<file path="src/rtl/axi4l_master_ipif_if.sv">
// AXI4-Lite bus bundle between a single-outstanding master and its target.
interface axi4l_master_ipif_if;
  logic [31:0] awaddr;
  logic [2:0]  awprot;
  logic        awvalid;
  logic        awready;
  logic [31:0] wdata;
  logic [3:0]  wstrb;
  logic        wvalid;
  logic        wready;
  logic [1:0]  bresp;
  logic        bvalid;
  logic        bready;
  logic [31:0] araddr;
  logic [2:0]  arprot;
  logic        arvalid;
  logic        arready;
  logic [31:0] rdata;
  logic [1:0]  rresp;
  logic        rvalid;
  logic        rready;

  modport master (
    output awaddr, awprot, awvalid, input awready,
    output wdata, wstrb, wvalid, input wready,
    input bresp, bvalid, output bready,
    output araddr, arprot, arvalid, input arready,
    input rdata, rresp, rvalid, output rready
  );

  modport slave (
    input awaddr, awprot, awvalid, output awready,
    input wdata, wstrb, wvalid, output wready,
    output bresp, bvalid, input bready,
    input araddr, arprot, arvalid, output arready,
    output rdata, rresp, rvalid, input rready
  );
endinterface

</file>
<file path="src/rtl/axi4l_master_ipif.sv">
// Single-outstanding AXI4-Lite master driven by a simple word-addressed
// request/ack user port; writes win over simultaneous reads.
module axi4l_master_ipif #(
  parameter int unsigned C_ADDR_WIDTH = 10,
  parameter int unsigned C_DATA_WIDTH = 32
) (
  input  logic                    aclk,
  input  logic                    aresetn,
  input  logic                    up_wr_req,
  input  logic [C_ADDR_WIDTH-3:0] up_wr_addr,
  input  logic [3:0]              up_wr_be,
  input  logic [C_DATA_WIDTH-1:0] up_wr_din,
  output logic                    up_wr_ack,
  output logic [1:0]              up_wr_resp,
  input  logic                    up_rd_req,
  input  logic [C_ADDR_WIDTH-3:0] up_rd_addr,
  output logic                    up_rd_ack,
  output logic [C_DATA_WIDTH-1:0] up_rd_dout,
  output logic [1:0]              up_rd_resp,
  output logic                    busy,
  axi4l_master_ipif_if.master     m_axi
);

  localparam int unsigned AW = C_ADDR_WIDTH - 2;
  localparam int unsigned DW = C_DATA_WIDTH;
  localparam int unsigned SW = DW / 8;

  typedef enum logic [2:0] {IDLE, WR, WR_B, RD_AR, RD_R} state_t;

  state_t          state_q, state_d;
  logic            aw_valid_q, aw_valid_d;
  logic            w_valid_q, w_valid_d;
  logic            ar_valid_q, ar_valid_d;
  logic            b_ready_q, b_ready_d;
  logic            r_ready_q, r_ready_d;
  logic            wr_ack_q, wr_ack_d;
  logic            rd_ack_q, rd_ack_d;
  logic            busy_q, busy_d;
  logic [AW-1:0]   aw_word_q, aw_word_d;
  logic [AW-1:0]   ar_word_q, ar_word_d;
  logic [SW-1:0]   strb_q, strb_d;
  logic [DW-1:0]   wdata_q, wdata_d;
  logic [1:0]      wr_resp_q, wr_resp_d;
  logic [1:0]      rd_resp_q, rd_resp_d;
  logic [DW-1:0]   rd_dout_q, rd_dout_d;

  // State and every output are registered together.
  always_ff @(posedge aclk or negedge aresetn) begin
    if (!aresetn) begin
      state_q    <= IDLE;
      aw_valid_q <= 1'b0;
      w_valid_q  <= 1'b0;
      ar_valid_q <= 1'b0;
      b_ready_q  <= 1'b0;
      r_ready_q  <= 1'b0;
      wr_ack_q   <= 1'b0;
      rd_ack_q   <= 1'b0;
      busy_q     <= 1'b0;
      aw_word_q  <= '0;
      ar_word_q  <= '0;
      strb_q     <= '0;
      wdata_q    <= '0;
      wr_resp_q  <= '0;
      rd_resp_q  <= '0;
      rd_dout_q  <= '0;
    end else begin
      state_q    <= state_d;
      aw_valid_q <= aw_valid_d;
      w_valid_q  <= w_valid_d;
      ar_valid_q <= ar_valid_d;
      b_ready_q  <= b_ready_d;
      r_ready_q  <= r_ready_d;
      wr_ack_q   <= wr_ack_d;
      rd_ack_q   <= rd_ack_d;
      busy_q     <= busy_d;
      aw_word_q  <= aw_word_d;
      ar_word_q  <= ar_word_d;
      strb_q     <= strb_d;
      wdata_q    <= wdata_d;
      wr_resp_q  <= wr_resp_d;
      rd_resp_q  <= rd_resp_d;
      rd_dout_q  <= rd_dout_d;
    end
  end

  // Next state plus next value of every registered output.
  always_comb begin
    state_d    = state_q;
    aw_valid_d = aw_valid_q;
    w_valid_d  = w_valid_q;
    ar_valid_d = ar_valid_q;
    b_ready_d  = 1'b0;
    r_ready_d  = 1'b0;
    wr_ack_d   = 1'b0;
    rd_ack_d   = 1'b0;
    aw_word_d  = aw_word_q;
    ar_word_d  = ar_word_q;
    strb_d     = strb_q;
    wdata_d    = wdata_q;
    wr_resp_d  = wr_resp_q;
    rd_resp_d  = rd_resp_q;
    rd_dout_d  = rd_dout_q;

    case (state_q)
      IDLE: begin
        if (up_wr_req) begin
          aw_word_d  = up_wr_addr;
          strb_d     = up_wr_be;
          wdata_d    = up_wr_din;
          aw_valid_d = 1'b1;
          w_valid_d  = 1'b1;
          state_d    = WR;
        end else if (up_rd_req) begin
          ar_word_d  = up_rd_addr;
          ar_valid_d = 1'b1;
          state_d    = RD_AR;
        end
      end
      WR: begin
        // AW and W retire independently; B opens once both are done.
        aw_valid_d = aw_valid_q && !m_axi.awready;
        w_valid_d  = w_valid_q && !m_axi.wready;
        if (!aw_valid_d && !w_valid_d) begin
          state_d   = WR_B;
          b_ready_d = 1'b1;
        end
      end
      WR_B: begin
        if (m_axi.bvalid) begin
          state_d   = IDLE;
          wr_ack_d  = 1'b1;
          wr_resp_d = m_axi.bresp;
        end else begin
          b_ready_d = 1'b1;
        end
      end
      RD_AR: begin
        if (m_axi.arready) begin
          ar_valid_d = 1'b0;
          r_ready_d  = 1'b1;
          state_d    = RD_R;
        end
      end
      RD_R: begin
        if (m_axi.rvalid) begin
          state_d   = IDLE;
          rd_ack_d  = 1'b1;
          rd_dout_d = m_axi.rdata;
          rd_resp_d = m_axi.rresp;
        end else begin
          r_ready_d = 1'b1;
        end
      end
      default: state_d = IDLE;
    endcase

    busy_d = (state_d != IDLE);
  end

  assign m_axi.awaddr  = 32'({aw_word_q, 2'b00});
  assign m_axi.awprot  = 3'b000;
  assign m_axi.awvalid = aw_valid_q;
  assign m_axi.wdata   = wdata_q;
  assign m_axi.wstrb   = strb_q;
  assign m_axi.wvalid  = w_valid_q;
  assign m_axi.bready  = b_ready_q;
  assign m_axi.araddr  = 32'({ar_word_q, 2'b00});
  assign m_axi.arprot  = 3'b000;
  assign m_axi.arvalid = ar_valid_q;
  assign m_axi.rready  = r_ready_q;

  assign up_wr_ack  = wr_ack_q;
  assign up_wr_resp = wr_resp_q;
  assign up_rd_ack  = rd_ack_q;
  assign up_rd_dout = rd_dout_q;
  assign up_rd_resp = rd_resp_q;
  assign busy       = busy_q;

endmodule

</file>
<file path="src/flat_wrapper.sv">
// flat-port wrapper written by rule: the top's interface ports become plain ports
module axi4l_master_ipif_flat 
#(
  parameter int unsigned C_ADDR_WIDTH = 10,
  parameter int unsigned C_DATA_WIDTH = 32
)
  (aclk, aresetn, up_wr_req, up_wr_addr, up_wr_be, up_wr_din, up_wr_ack, up_wr_resp, up_rd_req, up_rd_addr, up_rd_ack, up_rd_dout, up_rd_resp, busy, m_axi_awaddr, m_axi_awprot, m_axi_awvalid, m_axi_awready, m_axi_wdata, m_axi_wstrb, m_axi_wvalid, m_axi_wready, m_axi_bresp, m_axi_bvalid, m_axi_bready, m_axi_araddr, m_axi_arprot, m_axi_arvalid, m_axi_arready, m_axi_rdata, m_axi_rresp, m_axi_rvalid, m_axi_rready);
  axi4l_master_ipif_if m_axi_i ();
  input  logic aclk;
  input  logic aresetn;
  input  logic up_wr_req;
  input  logic [C_ADDR_WIDTH-3:0] up_wr_addr;
  input  logic [3:0] up_wr_be;
  input  logic [C_DATA_WIDTH-1:0] up_wr_din;
  output logic up_wr_ack;
  output logic [1:0] up_wr_resp;
  input  logic up_rd_req;
  input  logic [C_ADDR_WIDTH-3:0] up_rd_addr;
  output logic up_rd_ack;
  output logic [C_DATA_WIDTH-1:0] up_rd_dout;
  output logic [1:0] up_rd_resp;
  output logic busy;
  output wire logic [$bits(m_axi_i.awaddr)-1:0] m_axi_awaddr;
  output wire logic [$bits(m_axi_i.awprot)-1:0] m_axi_awprot;
  output wire logic [$bits(m_axi_i.awvalid)-1:0] m_axi_awvalid;
  input wire logic [$bits(m_axi_i.awready)-1:0] m_axi_awready;
  output wire logic [$bits(m_axi_i.wdata)-1:0] m_axi_wdata;
  output wire logic [$bits(m_axi_i.wstrb)-1:0] m_axi_wstrb;
  output wire logic [$bits(m_axi_i.wvalid)-1:0] m_axi_wvalid;
  input wire logic [$bits(m_axi_i.wready)-1:0] m_axi_wready;
  input wire logic [$bits(m_axi_i.bresp)-1:0] m_axi_bresp;
  input wire logic [$bits(m_axi_i.bvalid)-1:0] m_axi_bvalid;
  output wire logic [$bits(m_axi_i.bready)-1:0] m_axi_bready;
  output wire logic [$bits(m_axi_i.araddr)-1:0] m_axi_araddr;
  output wire logic [$bits(m_axi_i.arprot)-1:0] m_axi_arprot;
  output wire logic [$bits(m_axi_i.arvalid)-1:0] m_axi_arvalid;
  input wire logic [$bits(m_axi_i.arready)-1:0] m_axi_arready;
  input wire logic [$bits(m_axi_i.rdata)-1:0] m_axi_rdata;
  input wire logic [$bits(m_axi_i.rresp)-1:0] m_axi_rresp;
  input wire logic [$bits(m_axi_i.rvalid)-1:0] m_axi_rvalid;
  output wire logic [$bits(m_axi_i.rready)-1:0] m_axi_rready;
  assign m_axi_awaddr = m_axi_i.awaddr;
  assign m_axi_awprot = m_axi_i.awprot;
  assign m_axi_awvalid = m_axi_i.awvalid;
  assign m_axi_i.awready = m_axi_awready;
  assign m_axi_wdata = m_axi_i.wdata;
  assign m_axi_wstrb = m_axi_i.wstrb;
  assign m_axi_wvalid = m_axi_i.wvalid;
  assign m_axi_i.wready = m_axi_wready;
  assign m_axi_i.bresp = m_axi_bresp;
  assign m_axi_i.bvalid = m_axi_bvalid;
  assign m_axi_bready = m_axi_i.bready;
  assign m_axi_araddr = m_axi_i.araddr;
  assign m_axi_arprot = m_axi_i.arprot;
  assign m_axi_arvalid = m_axi_i.arvalid;
  assign m_axi_i.arready = m_axi_arready;
  assign m_axi_i.rdata = m_axi_rdata;
  assign m_axi_i.rresp = m_axi_rresp;
  assign m_axi_i.rvalid = m_axi_rvalid;
  assign m_axi_rready = m_axi_i.rready;
  axi4l_master_ipif #(.C_ADDR_WIDTH(C_ADDR_WIDTH), .C_DATA_WIDTH(C_DATA_WIDTH)) u_core (.aclk(aclk), .aresetn(aresetn), .up_wr_req(up_wr_req), .up_wr_addr(up_wr_addr), .up_wr_be(up_wr_be), .up_wr_din(up_wr_din), .up_wr_ack(up_wr_ack), .up_wr_resp(up_wr_resp), .up_rd_req(up_rd_req), .up_rd_addr(up_rd_addr), .up_rd_ack(up_rd_ack), .up_rd_dout(up_rd_dout), .up_rd_resp(up_rd_resp), .busy(busy), .m_axi(m_axi_i));
endmodule
</file>
<file path="config.mk">
export PLATFORM = sky130hd
export DESIGN_NAME = axi4l_master_ipif_flat
export DESIGN_NICKNAME = d
export VERILOG_FILES = /design/src/rtl/axi4l_master_ipif_if.sv /design/src/rtl/axi4l_master_ipif.sv /design/src/flat_wrapper.sv
export SDC_FILE = /design/constraint.sdc
export NUM_CORES = 1
export LEC_CHECK = 0
export BUFFER_PORTS_ARGS = -buffer_cell sky130_fd_sc_hd__buf_2
export CAP_MARGIN = 20
export CORE_MARGIN = 2
export CORE_UTILIZATION = 47
export CTS_CLUSTER_DIAMETER = 40
export DETAILED_ROUTE_END_ITERATION = 10
export HOLD_SLACK_MARGIN = 0.03
export PLACE_DENSITY = 0.87
export SYNTH_ARGS = -nofsm -noshare
export SYNTH_HDL_FRONTEND = slang
export SYNTH_SLANG_ARGS = --single-unit
</file>
<file path="constraint.sdc">
create_clock -name aclk -period 5.3 [get_ports aclk]
set_input_delay 0.53 -clock aclk [delete_from_list [all_inputs] [get_ports aclk]]
set_output_delay 0.53 -clock aclk [all_outputs]
set_load 0.02 [all_outputs]
</file>
# ---- After elaboration in Yosys (flattened, before gate mapping)
# Index checks and enable logic that the tools add are counted.
dict set report classes {
  n_eq_ne 8
  muxes 24
  bitwise 1
  reduce_logical 17
}
# cell n
set ops {}
lappend ops {{3-bit 2-to-1 mux} 6}
lappend ops {{3-bit one-hot mux with 5 select lines} 1}
lappend ops {{1-bit 2-to-1 mux} 12}
lappend ops {{1-bit one-hot mux with 2 select lines} 5}
lappend ops {{2-bit != test, second input constant} 4}
lappend ops {{2-bit AND reduction} 4}
lappend ops {{3-bit by 2-bit == test with 1-bit output, second input constant} 2}
lappend ops {{1-bit logical NOT} 4}
lappend ops {{4-bit AND reduction} 1}
lappend ops {{2-bit nonzero test} 2}
lappend ops {{3-bit by 1-bit == test with 1-bit output, second input constant} 1}
lappend ops {{3-bit == test, second input constant} 1}
lappend ops {{1-bit logical AND} 3}
lappend ops {{3-bit logical NOT} 1}
lappend ops {{3-bit AND reduction} 1}
lappend ops {{3-bit nonzero test} 1}
lappend ops {{1-bit inverter} 1}
dict set report totals {
  ff_bits 99
  input_bits 97
  out_inout_bits 150
  wordCells 66
}

# ---- Logic depth before layout (Yosys ltp)
dict set report depth {
  ltp_word 7
  ltp_mapped 6
  depth_no_buf 4
}

# ---- Worst setup path after synthesis
# Ideal clock, no wire load.
dict set report synth_path {
  path_type {flip-flop to flip-flop}
  start {register u_core.state_q[1]}
  end {register u_core.wdata_q[10], in the netlist u_core.m_axi.wdata[10]}
  setup_ns 0.125
  arrival_ns 1.559
  slack_ns 3.617
  stages_incl_launch_ff 5
  synth_period_minus_slack_ns 1.683
  path_cell_list {dfrtp_1 -> buf_6 -> nor4b_4 -> buf_6 -> mux2_2}
}
dict set report synth_between {
  elab_chain_cells 2
}
# element line_no
set synth_lines {}
lappend synth_lines {{start, declared} axi4l_master_ipif.sv:30} ;# state_t state_q, state_d;
lappend synth_lines {{start signal, assigned} axi4l_master_ipif.sv:67} ;# state_q <= state_d;
lappend synth_lines {{3-bit logical NOT} axi4l_master_ipif.sv:104} ;# case (state_q)
lappend synth_lines {{2-bit AND reduction (no line)} -}
lappend synth_lines {{end signal, assigned} axi4l_master_ipif.sv:79} ;# wdata_q <= wdata_d;
lappend synth_lines {{end, declared} axi4l_master_ipif.sv:42} ;# logic [DW-1:0] wdata_q, wdata_d;
# Every way passes these cells.
# A chain may end at the register's enable or synchronous reset.

# ---- Worst setup path after layout
dict set report layout_path {
  start {register u_core.state_q[0]}
  end {register u_core.wdata_q[23], in the netlist u_core.m_axi.wdata[23]}
}
# Same word-level chain as after synthesis.

==> reports/qor.csv <==
metric,value,unit
first_global_vias,2763,
required,5520,ps
yosysWarnings,0,
drt_iter0_markers,49,
r2r_setup_slack,3390,ps
clock_power_share,15.2,%
start_util,48.5,%
routed_wl,8660,µm
max_slew.worst_pin.slew,675,ps
grt.overflow.total,0,
finalInstanceArea,0.00527,mm²
internal_power,1.95,mW
reg2reg_from,u_core.state_q[0]$_DFF_PN0_,
period_needed,1910,ps
ff2ff_path_depth,3,
drt.antenna.violating_nets,0,
clk_pin_slew,110,ps
yosysTopAreaCellShare,58.3,%
power.density,614,mW/mm²
cts_resized,0,
nets,581,
hold_viol,0,
insertion_delay,350,ps
p_sw,1.29,mW
grt_first_pass_wirelength,13500,µm
top_level_ports,247,
end_kind,register,
critPathKind,reg -> reg,
synthTopCellsByArea,"dfrtp_1 (58%), mux2_2 (19%), buf_4 (9.5%), mux2_4 (2.8%), mux2_1 (2.7%)",
final_cell_mix,"buf_2 (191), dfrtp_1 (99), mux2_2 (71)",
place_area,0.00506,mm²
cp_max_fo,45,
grt_max_degree,56,
finalMaxSlewViolations,0,
power.share.switching,39.8,%
grt_antenna_before_repair,0,
layout_commonest_cell,buf_2,
ys_seq_area_share,58.3,%
rr_endpoint,u_core.m_axi.wdata[23]$_DFFE_PN0P_,
fin_worst_skew,13.0,ps
die-area,0.00982,mm²
seqPwrFrac,40.3,%
wl_met2,4680,µm
highest_layer,met4,
setup-tns-final,0,ps
post-cts-setup-buffers,0,
syn_avg_cell_area,14.6,µm²
power_frac_comb,44.5,%
fp.coreArea,0.00876,mm²
post-synth-top-area-cell,dfrtp_1,
core.rowCount,34,
clockBufferDepth,2,
vdd_drop_max,330,µV
routabilityCongestion,0.781,
ys_ff_latch,99,
synth_ff_type,dfrtp_1,
drive_gt1_share,60.3,%
post-route-period-util,36.0,%
startpoint_type,register,
cts.sink_count,99,
cap_violations,0,
grt_use_total,17.2,%
htreeDepth,3,
dr_total_vias,2741,
die_h,99.1,µm
vias_per_cell,4.59,
drc,0,
wl_met3,687,µm
n_antenna_cell,0,
post_drt_wl_per_cell,14.5,µm
synthDistinctLibCells,26,
cts-root-buf,clkbuf_8,
netlist_instances,291,
cp.arrival,2130,ps
synth_area,0.00425,mm²
hpwl,6680,µm
drt-met1-wl,3220,µm
setup_viol,0,
port_buffers,192,
fmax,0.524,GHz
cts_hold_buffers,0,
cts_made_buffers,9,
hold_class,in -> async,
status,finished clean,
rsz0062_at_grt,no,
die_x,99.1,µm
finalPower,3.23,mW
synthArstFlopShare,100,%
cts_tree,built,
synth_edf_count,0,
first_pass_iters,4,
holdWs,151,ps
relSlewSlack,55.0,%
area_growth,23.9,%
leakagePower,2.79,nW
## logic make-up (layout without fill, tap and decap cells)
logic type | after synthesis | in the layout | share of synthesized area, %
AOI/OAI and AO/OA | 12 | 12 | 1.74
buffers and inverters | 69 | 214 | 12.2
DFF | 99 | 99 | 58.3
muxes | 90 | 90 | 24.5
other | 1 | 54 | 0.0883
and+or+nand+nor | 20 | 20 | 3.09
## registers in the layout, summed over array words and instances, names as in the netlist
| signal | cells |
|---|---|
| u_core.m_axi.wdata | 32 |
| u_core.m_axi.bready | 1 |
| u_core.up_wr_resp | 2 |
| u_core.m_axi.wvalid | 1 |
| u_core.aw_word_q | 8 |
| u_core.state_q | 3 |
| u_core.m_axi.rready | 1 |
| u_core.up_wr_ack | 1 |
| u_core.m_axi.arvalid | 1 |
| u_core.up_rd_ack | 1 |
| u_core.busy | 1 |
| u_core.ar_word_q | 8 |
| u_core.up_rd_resp | 2 |
| u_core.m_axi.wstrb | 4 |
| u_core.m_axi.awvalid | 1 |
| u_core.up_rd_dout | 32 |
## power groups by stage
stage               Sequential, mW  Combinational [mW]  Clock [mW]
floorplan                     1.72               0.599           0
global placement              1.30                1.42           0
detailed placement            1.32                1.46           0
CTS                           1.31                1.46       0.508
global route                  1.36                1.53       0.542
finish                        1.30                1.44       0.492
## how the worst max path moves through the flow
| stage | slack (ps) | depth (start not counted) | from | to |
|---|---|---|---|---|
| 5_1_grt | 3280 | 3 | u_core.state_q[0]$_DFF_PN0_ | u_core.m_axi.wdata[23]$_DFFE_PN0P_ |
| 3_5_place_dp | 3400 | 4 | up_wr_req | u_core.m_axi.wdata[2]$_DFFE_PN0P_ |
| 2_1_floorplan | 3620 | 4 | u_core.state_q[1]$_DFF_PN0_ | u_core.m_axi.wdata[10]$_DFFE_PN0P_ |
| 4_1_cts | 3380 | 3 | u_core.state_q[0]$_DFF_PN0_ | u_core.m_axi.wdata[23]$_DFFE_PN0P_ |
| 3_3_place_gp | 3460 | 4 | up_wr_req | u_core.m_axi.wdata[25]$_DFFE_PN0P_ |
| 6_report | 3390 | 3 | u_core.state_q[0]$_DFF_PN0_ | u_core.m_axi.wdata[23]$_DFFE_PN0P_ |
## through the flow
stage	setup slack, ps	utilization (%)	std cells
finish	3390	60.1	597
global route	3280	60.1	597
detailed placement	3400	57.7	581
global placement	3460	57.7	581
floorplan	3620	-	344
CTS	3380	60.1	597
## worst max-delay path, cell delays in order, from the launching register on
cell and delay (ps):
dfrtp_1 550, nor4b_4 310, buf_4 510, mux2_2 400
## Yosys cell counts (all sizes together) (3+ instances only)
cell   instances
inv            3
mux2          89
nor2           6
a21oi          3
buf           66
nand2          6
dfrtp         99
o21ai          5
## cell type report
class / instances / area (µm²)
Timing Repair Buffer: 195 / 986
Tap cell: 108 / 135
Fill cell: 724 / 3500
Clock buffer: 9 / 124
Clock inverter: 7 / 82.6
Multi-Input combinational cell: 176 / 1450
Inverter: 3 / 11.3
Sequential cell: 99 / 2480
## metal layers
layer | up-vias | GRT usage, %
met5 | - | 0
met4 | 0 | 3.90
met3 | 9 | 5.18
met2 | 134 | 31.5
met1 | 1329 | 19.8
li1 | 1269 | -
(Power assumes the default switching activity.)
